--- config.mk ---
export PLATFORM = sky130hd
export DESIGN_NAME = elem_mod_subtractor
export DESIGN_NICKNAME = d
export VERILOG_FILES = /design/src/rtl/fhe_alu_pkg.sv /design/src/rtl/elem_sub_out_fifo.sv /design/src/rtl/elem_mod_subtractor.sv
export SDC_FILE = /design/constraint.sdc
export NUM_CORES = 1
export LEC_CHECK = 0
export ABC_AREA = 0
export BUFFER_PORTS_ARGS = -buffer_cell sky130_fd_sc_hd__buf_2
export CAP_MARGIN = 30
export CORE_UTILIZATION = 50
export CTS_CLUSTER_DIAMETER = 120
export CTS_CLUSTER_SIZE = 30
export DETAILED_ROUTE_END_ITERATION = 16
export GPL_ROUTABILITY_DRIVEN = 0
export HOLD_SLACK_MARGIN = 0.03
export PLACE_DENSITY_LB_ADDON = 0.08
export SKIP_LAST_GASP = 1
export SYNTH_ARGS = -nofsm -noshare
export SYNTH_HDL_FRONTEND = slang
export SYNTH_SLANG_ARGS = --single-unit
--- constraint.sdc ---
create_clock -name clk -period 6.9 [get_ports clk]
set_input_delay 0.345 -clock clk [delete_from_list [all_inputs] [get_ports clk]]
set_output_delay 0.345 -clock clk [all_outputs]
set_load 0.05 [all_outputs]
--- src/rtl/fhe_alu_pkg.sv ---
// Shared FHE vector ALU constants: element width and the common add/sub pipeline latency.
package fhe_alu_pkg;

   localparam int FSIZE            = 32;
   localparam int ELEM_SUB_LATENCY = 5;

   typedef struct packed {
      logic             last;
      logic [FSIZE-1:0] data;
   } elem_t;

endpackage

--- src/rtl/elem_sub_out_fifo.sv ---
// In-order output buffer with a registered head word; a write in cycle n is visible at the head in cycle n+1.
module elem_sub_out_fifo #(
   parameter int WIDTH = 33,
   parameter int DEPTH = 8
) (
   input  logic                       clk,
   input  logic                       rst,
   input  logic                       wr_en,
   input  logic [WIDTH-1:0]           wr_data,
   input  logic                       rd_en,
   output logic [WIDTH-1:0]           rd_data,
   output logic [$clog2(DEPTH):0]     count,
   output logic                       full,
   output logic                       empty
);

   localparam int PW = $clog2(DEPTH);
   localparam int CW = PW + 1;

   logic [WIDTH-1:0] mem [DEPTH];
   logic [PW-1:0]    wr_ptr;
   logic [PW-1:0]    rd_ptr;
   logic [CW-1:0]    mem_cnt;
   logic             head_valid;
   logic [WIDTH-1:0] head;

   logic pop;
   logic load;
   logic from_mem;
   logic bypass;
   logic mem_wr;

   assign pop      = rd_en && head_valid;
   assign load     = !head_valid || pop;
   assign from_mem = load && (mem_cnt != '0);
   // An empty buffer forwards the write straight into the head register.
   assign bypass   = load && (mem_cnt == '0) && wr_en;
   assign mem_wr   = wr_en && !bypass;

   always_ff @(posedge clk) begin
      if (mem_wr && !rst)
         mem[wr_ptr] <= wr_data;
   end

   always_ff @(posedge clk) begin
      if (rst) begin
         wr_ptr     <= '0;
         rd_ptr     <= '0;
         mem_cnt    <= '0;
         head_valid <= 1'b0;
         head       <= '0;
      end else begin
         if (mem_wr)
            wr_ptr <= wr_ptr + 1'b1;
         if (from_mem)
            rd_ptr <= rd_ptr + 1'b1;
         mem_cnt <= mem_cnt + CW'(mem_wr) - CW'(from_mem);
         if (from_mem) begin
            head       <= mem[rd_ptr];
            head_valid <= 1'b1;
         end else if (bypass) begin
            head       <= wr_data;
            head_valid <= 1'b1;
         end else if (pop) begin
            head_valid <= 1'b0;
         end
      end
   end

   assign rd_data = head;
   assign count   = mem_cnt + CW'(head_valid);
   assign full    = (count == CW'(DEPTH));
   assign empty   = !head_valid;

endmodule

--- src/rtl/elem_mod_subtractor.sv ---
// Streaming (op1 - op2) mod p with 5-cycle latency, credit-throttled output buffer.
// ELEM_SUB_LEN_CHECK_EN enables the vector-length checker driving len_err.
module elem_mod_subtractor
   import fhe_alu_pkg::*;
#(
   parameter int ID        = 0,
   parameter int OUT_DEPTH = 8,
   parameter int VEC_LEN   = 4096
) (
   input  logic             clk,
   input  logic             rst,
   input  logic             in_valid,
   output logic             in_ready,
   input  logic             in_last,
   input  logic [FSIZE-1:0] op1,
   input  logic [FSIZE-1:0] op2,
   input  logic [FSIZE-1:0] p,
   output logic [FSIZE-1:0] out,
   output logic             out_valid,
   input  logic             out_ready,
   output logic             out_last,
   output logic             len_err
);

   localparam int CW = $clog2(OUT_DEPTH) + 1;
   localparam int SW = CW + 1;

   // ID is a debug tag only; it takes part in the parameter sanity check.
   if (OUT_DEPTH < ELEM_SUB_LATENCY || (OUT_DEPTH & (OUT_DEPTH - 1)) != 0 ||
       VEC_LEN < 1 || ID < 0) begin : g_bad_cfg
      $error("elem_mod_subtractor: unsupported parameter set");
   end

   logic             accept;
   logic [FSIZE-1:0] two_p;

   logic             s1_v, s1_last;
   logic [FSIZE-1:0] s1_d;
   logic             s2_v, s2_last, s2_c1;
   logic [FSIZE-1:0] s2_d;
   logic             s3_v, s3_last;
   logic [FSIZE-1:0] s3_r1;
   logic             s4_v, s4_last, s4_c2;
   logic [FSIZE-1:0] s4_r1;
   logic [FSIZE-1:0] r2;

   elem_t            wr_elem;
   elem_t            head_elem;
   logic [CW-1:0]    fifo_count;
   logic             fifo_full;
   logic             fifo_empty;
   logic [2:0]       inflight;
   logic [SW-1:0]    committed;

   assign accept = in_valid && in_ready;
   assign two_p  = {p[FSIZE-2:0], 1'b0};

   always_ff @(posedge clk) begin
      if (rst) begin
         s1_v  <= 1'b0; s1_last <= 1'b0; s1_d  <= '0;
         s2_v  <= 1'b0; s2_last <= 1'b0; s2_d  <= '0; s2_c1 <= 1'b0;
         s3_v  <= 1'b0; s3_last <= 1'b0; s3_r1 <= '0;
         s4_v  <= 1'b0; s4_last <= 1'b0; s4_r1 <= '0; s4_c2 <= 1'b0;
      end else begin
         // Adding 2p first keeps the difference non-negative for lazily reduced operands.
         s1_v    <= accept;
         s1_last <= in_last;
         s1_d    <= op1 + two_p - op2;

         s2_v    <= s1_v;
         s2_last <= s1_last;
         s2_d    <= s1_d;
         s2_c1   <= (s1_d >= two_p);

         s3_v    <= s2_v;
         s3_last <= s2_last;
         s3_r1   <= s2_c1 ? (s2_d - two_p) : s2_d;

         s4_v    <= s3_v;
         s4_last <= s3_last;
         s4_r1   <= s3_r1;
         s4_c2   <= (s3_r1 >= p);
      end
   end

   assign r2      = s4_c2 ? (s4_r1 - p) : s4_r1;
   assign wr_elem = '{last: s4_last, data: r2};

   elem_sub_out_fifo #(
      .WIDTH ($bits(elem_t)),
      .DEPTH (OUT_DEPTH)
   ) u_out_fifo (
      .clk     (clk),
      .rst     (rst),
      .wr_en   (s4_v),
      .wr_data (wr_elem),
      .rd_en   (out_ready),
      .rd_data (head_elem),
      .count   (fifo_count),
      .full    (fifo_full),
      .empty   (fifo_empty)
   );

   assign out       = head_elem.data;
   assign out_last  = head_elem.last;
   assign out_valid = !fifo_empty;

   // Credits use only registered occupancy, so a pop frees its slot one cycle later.
   assign inflight  = 3'(s1_v) + 3'(s2_v) + 3'(s3_v) + 3'(s4_v);
   assign committed = SW'(fifo_count) + SW'(inflight);
   assign in_ready  = !rst && (committed < SW'(OUT_DEPTH));

   always_ff @(posedge clk) begin
      if (!rst)
         a_no_overflow: assert (!(s4_v && fifo_full));
   end

`ifdef ELEM_SUB_LEN_CHECK_EN
   localparam int NW = (VEC_LEN > 1) ? $clog2(VEC_LEN) : 1;

   logic [NW-1:0] elem_cnt;
   logic          at_end;
   logic          len_err_q;

   assign at_end = (elem_cnt == NW'(VEC_LEN - 1));

   always_ff @(posedge clk) begin
      if (rst) begin
         elem_cnt  <= '0;
         len_err_q <= 1'b0;
      end else if (accept) begin
         elem_cnt <= (in_last || at_end) ? '0 : elem_cnt + 1'b1;
         if (in_last != at_end)
            len_err_q <= 1'b1;
      end
   end

   assign len_err = len_err_q;
`else
   assign len_err = 1'b0;
`endif

endmodule

==> results_dict.tcl, run 1 <==
set metrics [dict create \
    crit_type "reg2reg" \
    mostFrequentLayoutCells "edfxtp_1 (264), dfxtp_1 (180), inv_1 (169)" \
    timing.critical_path.cells "inv_1, ha_1, nand3_1, nand2_1, inv_1, ha_1, inv_1, ha_1, a21o_1, a21oi_1, xnor2_1, nor2_1" \
    cp-startpoint "u_out_fifo.mem_cnt[2]" \
    power.share.sequential 0.445 \
    pin_count 137 \
    crit_end "u_out_fifo.mem_cnt[3]" \
    grt_util_all_layers 0.2228 \
    grt_pass1_wl_um 83370 \
    grt_max_degree 97 \
    ant_nets 0 \
    layout-drive-gt1-share 0.1396 \
    post_cts_buffers 0 \
    drv_slew 0 \
    critPathSlowestCell "inv_1" \
    cpPeakStageDelay_ns 0.97 \
    path_depth 12 \
    cts_tree "yes" \
    synthArstFlopShare 0 \
    cts_sinks 449 \
    syn_inst 2053 \
    area_delta_synth_final_pct 8.088 \
    skew_ns 0.02450 \
    syn_nets 2356 \
    drc 0 \
    antennaDiodeCount 0 \
    rsz0062_at_grt "no" \
    pwr-share-comb 0.378 \
    crit_buf_inv 3 \
    power_mw 7.459 \
    switching_share 0.3627 \
    nets 2456 \
    final_common_cell "edfxtp_1" \
    netlist_area_sq_um 23620 \
    synth_warnings 0 \
    fillCellCount 4054 \
    antenna_found_initial 0 \
    die_area_sq_um 48120 \
    vias 15650 \
    wirelength_um 52940 \
    reg2reg_depth 12 \
    outcome "completed" \
    ctsRootBufferMaster "clkbuf_16" \
    relSlewSlack 0.3217 \
    cp_data_arrival_time_ns 4.20 \
    die_w_um 219.4 \
    die_h_um 219.4 \
    hold_class "in2reg" \
    fmax_ghz 0.2643 \
    tns_ns 0 \
    synth_edf_count 264 \
    fin_crit_ns 3.783 \
    leakagePower_nw 10.38 \
    setup-violations-final 0 \
    drt_iter0_markers 888 \
    end_kind "flop" \
    synth-main-ff-cell "edfxtp_1" \
    viasPerCell 5.648 \
    fin_crit_sh 0.5483 \
    start_kind "flop" \
    power_frac_clock 0.177 \
    max_cap_viol_count 0 \
    core_sq_um 46560 \
    htreeDepth 1 \
    p_int_mw 4.754 \
    syn-mean-instance-area_sq_um 11.51 \
    start_util 0.5074 \
    clk-insertion-delay-late_ns 0.56 \
    path_clk_slew_ns 0.12 \
    p_sw_mw 2.705 \
    cts_buffers 18 \
    seq_area_frac_synth 0.4924 \
    ys_seq_elements 449 \
    power_per_cell_area_nw_per_um2 292.1 \
    vdd_drop_max_v 0.0002297 \
    rows 79 \
    grt_overflow 0 \
    worstMarginPinSlew_ns 1.017 \
    reg2reg_from "u_out_fifo.mem_cnt[2]" \
    drt_first_pass_iters 5 \
    r2r_slack_ns 3.12 \
    timing.rr.end "u_out_fifo.mem_cnt[3]" \
    clk_path_buf_depth 3 \
    synth.distinct_cells 79 \
    cp_top_family "buffers and inverters" \
    path_max_fanout 26 \
    final_hold_viol_count 0 \
    dp_hpwl_um 36580 \
    grt_pass1_vias 15630 \
    io_buffer_count 135 \
    wire_per_inst_um 19.11 \
    cts_resized 0 \
    required_ns 7.31 \
]
## how the worst min path moves through the flow
stage,to,start,depth (start not counted)
3_5_place_dp,s3_r1[0],s2_d[0],1
5_1_grt,s1_d[0],op2[0],3
6_report,s1_d[0],op2[0],3
3_3_place_gp,s3_r1[0],s2_d[0],1
2_1_floorplan,s2_last,s1_last,1
4_1_cts,s1_d[0],op2[0],3
## power by group through the flow
stage	Combinational, mW	Sequential (mW)	Clock [mW]
finish	2.82	3.32	1.32
global route	3.10	3.36	1.44
CTS	2.83	3.33	1.36
detailed placement	2.82	3.39	0
global placement	2.78	3.38	0
floorplan	1.88	3.60	0
## flip-flops by register name, summed over array words and instances (netlist names), 3 cells and up, named ones only
signal,count
s1_d,32
s2_d,32
s3_r1,32
s4_r1,32
u_out_fifo.mem,264
u_out_fifo.mem_cnt,4
u_out_fifo.rd_data,33
u_out_fifo.rd_ptr,3
u_out_fifo.wr_ptr,3
## area by class of cell
class | instances | area (sq um) | share of cell area
Sequential cell | 449 | 11640 | 0.4559
Tap cell | 607 | 759.5 | 0.02975
Inverter | 171 | 641.9 | 0.02514
Clock buffer | 31 | 520.5 | 0.02039
Timing Repair Buffer | 160 | 872.1 | 0.03416
Multi-Input combinational cell | 1353 | 11100 | 0.4347
## layer usage
layer	up-vias	track usage	wire length [um]
met1	7632	0.2913	23550
met5	-	0	0
met2	315	0.4011	26510
met4	0	0.05486	1078
met3	54	0.01441	1801
li1	7649	-	-
## synthesized netlist by cell type (all sizes together) (9+ instances only)
cell    count  area share
a211o      10      0.0037
a211oi     19      0.0060
a21o       61       0.019
a21oi     137       0.029
and2       10      0.0026
and3       12      0.0032
buf        23      0.0041
clkbuf     57      0.0091
dfxtp     185        0.16
edfxtp    264        0.34
fa         35       0.030
ha        167       0.088
inv       169       0.027
mux2       22       0.010
mux2i      47       0.020
mux4       66       0.063
nand2     121       0.019
nand2b     22      0.0058
nand3      32      0.0068
nand4      25      0.0066
nor2      124       0.020
nor2b      92       0.024
nor3       33      0.0070
nor3b       9      0.0029
o211ai     24      0.0076
o21a        9      0.0029
o21ai      78       0.017
o21bai     12      0.0040
o31ai      10      0.0034
xnor2      41       0.015
xor2       36       0.013
## stage by stage
stage / setup WS, ns / utilization / instances / instance area, sq um / hold slack [ns]
after global placement: 3.024 / 0.5364 / 2735 / 24970 / 0.4207
after detailed placement: 2.981 / 0.5365 / 2736 / 24980 / 0.4226
after global routing: 2.903 / 0.5484 / 2771 / 25530 / 0.04614
after CTS: 3.149 / 0.5481 / 2769 / 25520 / 0.03209
after floorplan: 1.589 / - / 2053 / 23620 / 0.4138
final: 3.117 / 0.5484 / 2771 / 25530 / 0.05563
## kinds of logic after synthesis
group | count (synthesis) | share of synthesized area
simple gates | 515 | 0.1101
fa+ha+maj | 202 | 0.1181
mux | 135 | 0.09333
buf+inv | 251 | 0.04031
other cells | 1 | 0.0001588
xor+xnor | 77 | 0.02855
flops | 449 | 0.4924
compound gates | 423 | 0.1171
## worst min-delay path, delay by kind of cell
family | cells | cell delay, ns
fa+ha+maj | 1 | 0.11
buf+inv | 1 | 0.08
simple gates | 1 | 0.03
## timing repair
item,in CTS,in global routing
hold endpoints to repair,2,0
hold buffers,2,0
setup endpoints to repair,0,0
No activity file was read; power rests on OpenSTA's default activity.
==> run 2, diff against run 1 <==
Settings changed: ABC_AREA 0 to 1.
Clock period 6.9 ns to 3.1 ns, I/O delays scaled along.
==> run 2 against run 1 <==
Compared with the run above: critical path depth fell by 2; core utilization rose by 0.82 points; largest cell class unchanged; global-route usage rose by 3.5 points; first-iteration DRC count rose by 55%; cell count rose by 38%; sequential share of layout area fell by 3.2 points; power rose by 130%; count of clock-buffer cells in the layout rose by 1; critical endpoint is now in_ready; sequential power rose by 120%; flip-flop and latch count did not move; hold slack improved by 0.047 ns.
==> results_dict.tcl, run 2 <==
set metrics [dict create \
    fin_crit_sh 0.9267 \
    vdd_drop_max_v 0.0004052 \
    path_clk_slew_ns 0.12 \
    power_per_cell_area_nw_per_um2 621.3 \
    worstMarginPinSlew_ns 1.016 \
    worst_slack_ns 0.2271 \
    grt_overflow 0 \
    required_ns 2.94 \
    area_delta_synth_final_pct 9.027 \
    vias 20440 \
    final_hold_viol_count 0 \
    antenna_found_initial 0 \
    post-route-util 0.5566 \
    grt_pass1_wl_um 103600 \
    start_kind "flop" \
    synth_warnings 0 \
    pwr-share-comb 0.405 \
    post_cts_buffers 0 \
    syn_nets 3323 \
    dp_slack_ns 0.2263 \
    fin_crit_ns 2.873 \
    synthTopCellsByCount "nand2_1 (503), inv_1 (485), nor2_1 (421)" \
    clk-insertion-delay-late_ns 0.57 \
    syn_inst 3020 \
    syn-mean-instance-area_sq_um 8.344 \
    die_w_um 226.5 \
    drc 0 \
    synth_top_area_share 0.3146 \
    wirelength_um 65600 \
    hold_end "s3_r1[31]" \
    viasPerCell 5.360 \
    core_sq_um 49360 \
    dp_hpwl_um 46430 \
    postPlaceCellArea_sq_um 26870 \
    cp_data_arrival_time_ns 2.72 \
    die_area_sq_um 51300 \
    p_int_mw 10.20 \
    seq_area_frac_synth 0.4616 \
    wire_per_inst_um 17.20 \
    io_buffer_count 135 \
    largest_reg_flops 264 \
    ctsRootBufferMaster "clkbuf_16" \
    synth_edf_count 264 \
    reg2reg_from "s4_r1[0]" \
    relSlewSlack 0.3156 \
    synth-main-ff-cell "edfxtp_1" \
    fmax_ghz 0.3481 \
    fin_area_sq_um 27470 \
    yosysMostFrequentCell "nand2_1" \
    r2r_slack_ns 0.44 \
    outcome "completed" \
    timing.rr.end "u_out_fifo.mem[4][16]" \
    clk_path_buf_depth 3 \
    max_cap_viol_count 0 \
    crit_type "reg2out" \
    ys_seq_elements 449 \
    grt_pass1_vias 20040 \
    switching_share 0.4023 \
    rsz0062_at_grt "no" \
    antennaDiodeCount 0 \
    nets 3440 \
    die_h_um 226.5 \
    synth_top_cell_by_area "edfxtp_1" \
    leakagePower_nw 12.53 \
    grt_max_degree 73 \
    start_util 0.5105 \
    end_kind "output port" \
    rows 81 \
    power_frac_clock 0.174 \
    path_max_fanout 3 \
    fillCellCount 4566 \
    netlist_area_sq_um 25200 \
    cts_buffers 18 \
    cts_tree "yes" \
    pin_count 137 \
    p_sw_mw 6.868 \
    hp-start "p[30]" \
    setup-violations-final 0 \
    drt_first_pass_iters 8 \
    synth_area_leaders "edfxtp_1 (31%), dfxtp_1 (15%), ha_1 (8.3%)" \
    drt_iter0_markers 1374 \
    grt_util_all_layers 0.2579 \
    mostFrequentLayoutCells "nand2_1 (503), inv_1 (484), nor2_1 (417)" \
    synth.distinct_cells 49 \
    layout-drive-gt1-share 0.08765 \
    drv_slew 0 \
    synthArstFlopShare 0 \
    ant_nets 0 \
    hold_class "in2reg" \
    power.share.sequential 0.421 \
    regMostFlops "u_out_fifo.mem" \
    htreeDepth 1 \
    final_common_cell "nand2_1" \
    skew_ns 0.03271 \
    cts_sinks 449 \
    hold_path_depth 6 \
    reg2reg_depth 12 \
]
run 2: power by group through the flow:
stage | clock network, mW | registers, mW | logic, mW
floorplan | 0 | 7.76 | 4.51
global placement | 0 | 7.31 | 6.73
detailed placement | 0 | 7.32 | 6.87
CTS | 3.03 | 7.19 | 6.91
global route | 3.21 | 7.24 | 7.78
finish | 2.97 | 7.19 | 6.92
run 2: worst max-delay path: stages (launching register included):
cell and delay (ns):
dfxtp_1 0.38, inv_1 0.07, fa_1 0.49, inv_1 0.05
ha_1 0.28, a21oi_1 0.12, inv_1 0.05, a21oi_1 0.12
nor2_1 0.05, a211oi_1 0.23, buf_2 0.32
run 2: cell families (layout without fill, tap and decap cells):
family / count (synthesis) / count (layout) / synth area share
AND/OR/NAND/NOR: 1143 / 1143 / 0.1869
other: 1 / 1 / 0.0001488
XOR/XNOR: 33 / 33 / 0.01147
flip-flops: 449 / 449 / 0.4616
AO/OA/AOI/OAI: 603 / 603 / 0.1382
adder cells (fa/ha/maj): 202 / 202 / 0.1107
buffers and inverters: 589 / 718 / 0.09097
run 2: cell type report:
class | count | area (sq um) | area share
flip-flops and latches | 449 | 11640 | 0.4236
repair buffers | 192 | 1296 | 0.04718
multi-input cells | 1982 | 11330 | 0.4124
inverters | 494 | 1856 | 0.06754
clock buffers | 32 | 524.3 | 0.01908
well taps | 664 | 830.8 | 0.03024
run 2: worst max path at each step:
stage	startpoint	to	cells past startpoint	slack, ns
finish	s4_v	in_ready	10	0.23
CTS	s4_r1[0]	u_out_fifo.mem[4][16]	12	0.18
detailed placement	s4_r1[0]	u_out_fifo.mem[4][16]	12	0.23
floorplan	u_out_fifo.head_valid	u_out_fifo.mem[0][0]	8	-0.95
global placement	s4_r1[0]	u_out_fifo.mem[6][16]	12	0.27
global route	s4_v	in_ready	10	0.05
run 2: stage by stage:
step                instances  TNS [ns]  hold WS, ns  total power [mW]
global route             3813         0       0.1379             18.23
detailed placement       3773         0       0.3657             14.19
floorplan                3020   -125.36       0.2620             12.26
global placement         3772         0       0.3542             14.04
finish                   3813         0       0.1028             17.07
CTS                      3813         0      0.07134             17.13
run 2: per-layer routing:
| metal | track usage | wire length [um] | vias to the layer above | part of all wire |
|---|---|---|---|---|
| met4 | 0.07803 | 1743 | 0 | 0.027 |
| met1 | 0.3227 | 27880 | 9574 | 0.43 |
| met5 | 0 | 0 | - | 0 |
| met2 | 0.4722 | 33080 | 568 | 0.50 |
| li1 | - | - | 10190 | - |
| met3 | 0.01866 | 2885 | 102 | 0.044 |
run 2: what timing repair did:
action                     in CTS  in global routing
resized for setup               0                  1
hold endpoints to repair       13                  0
hold buffers                    8                  0
setup endpoints to repair       0                  8
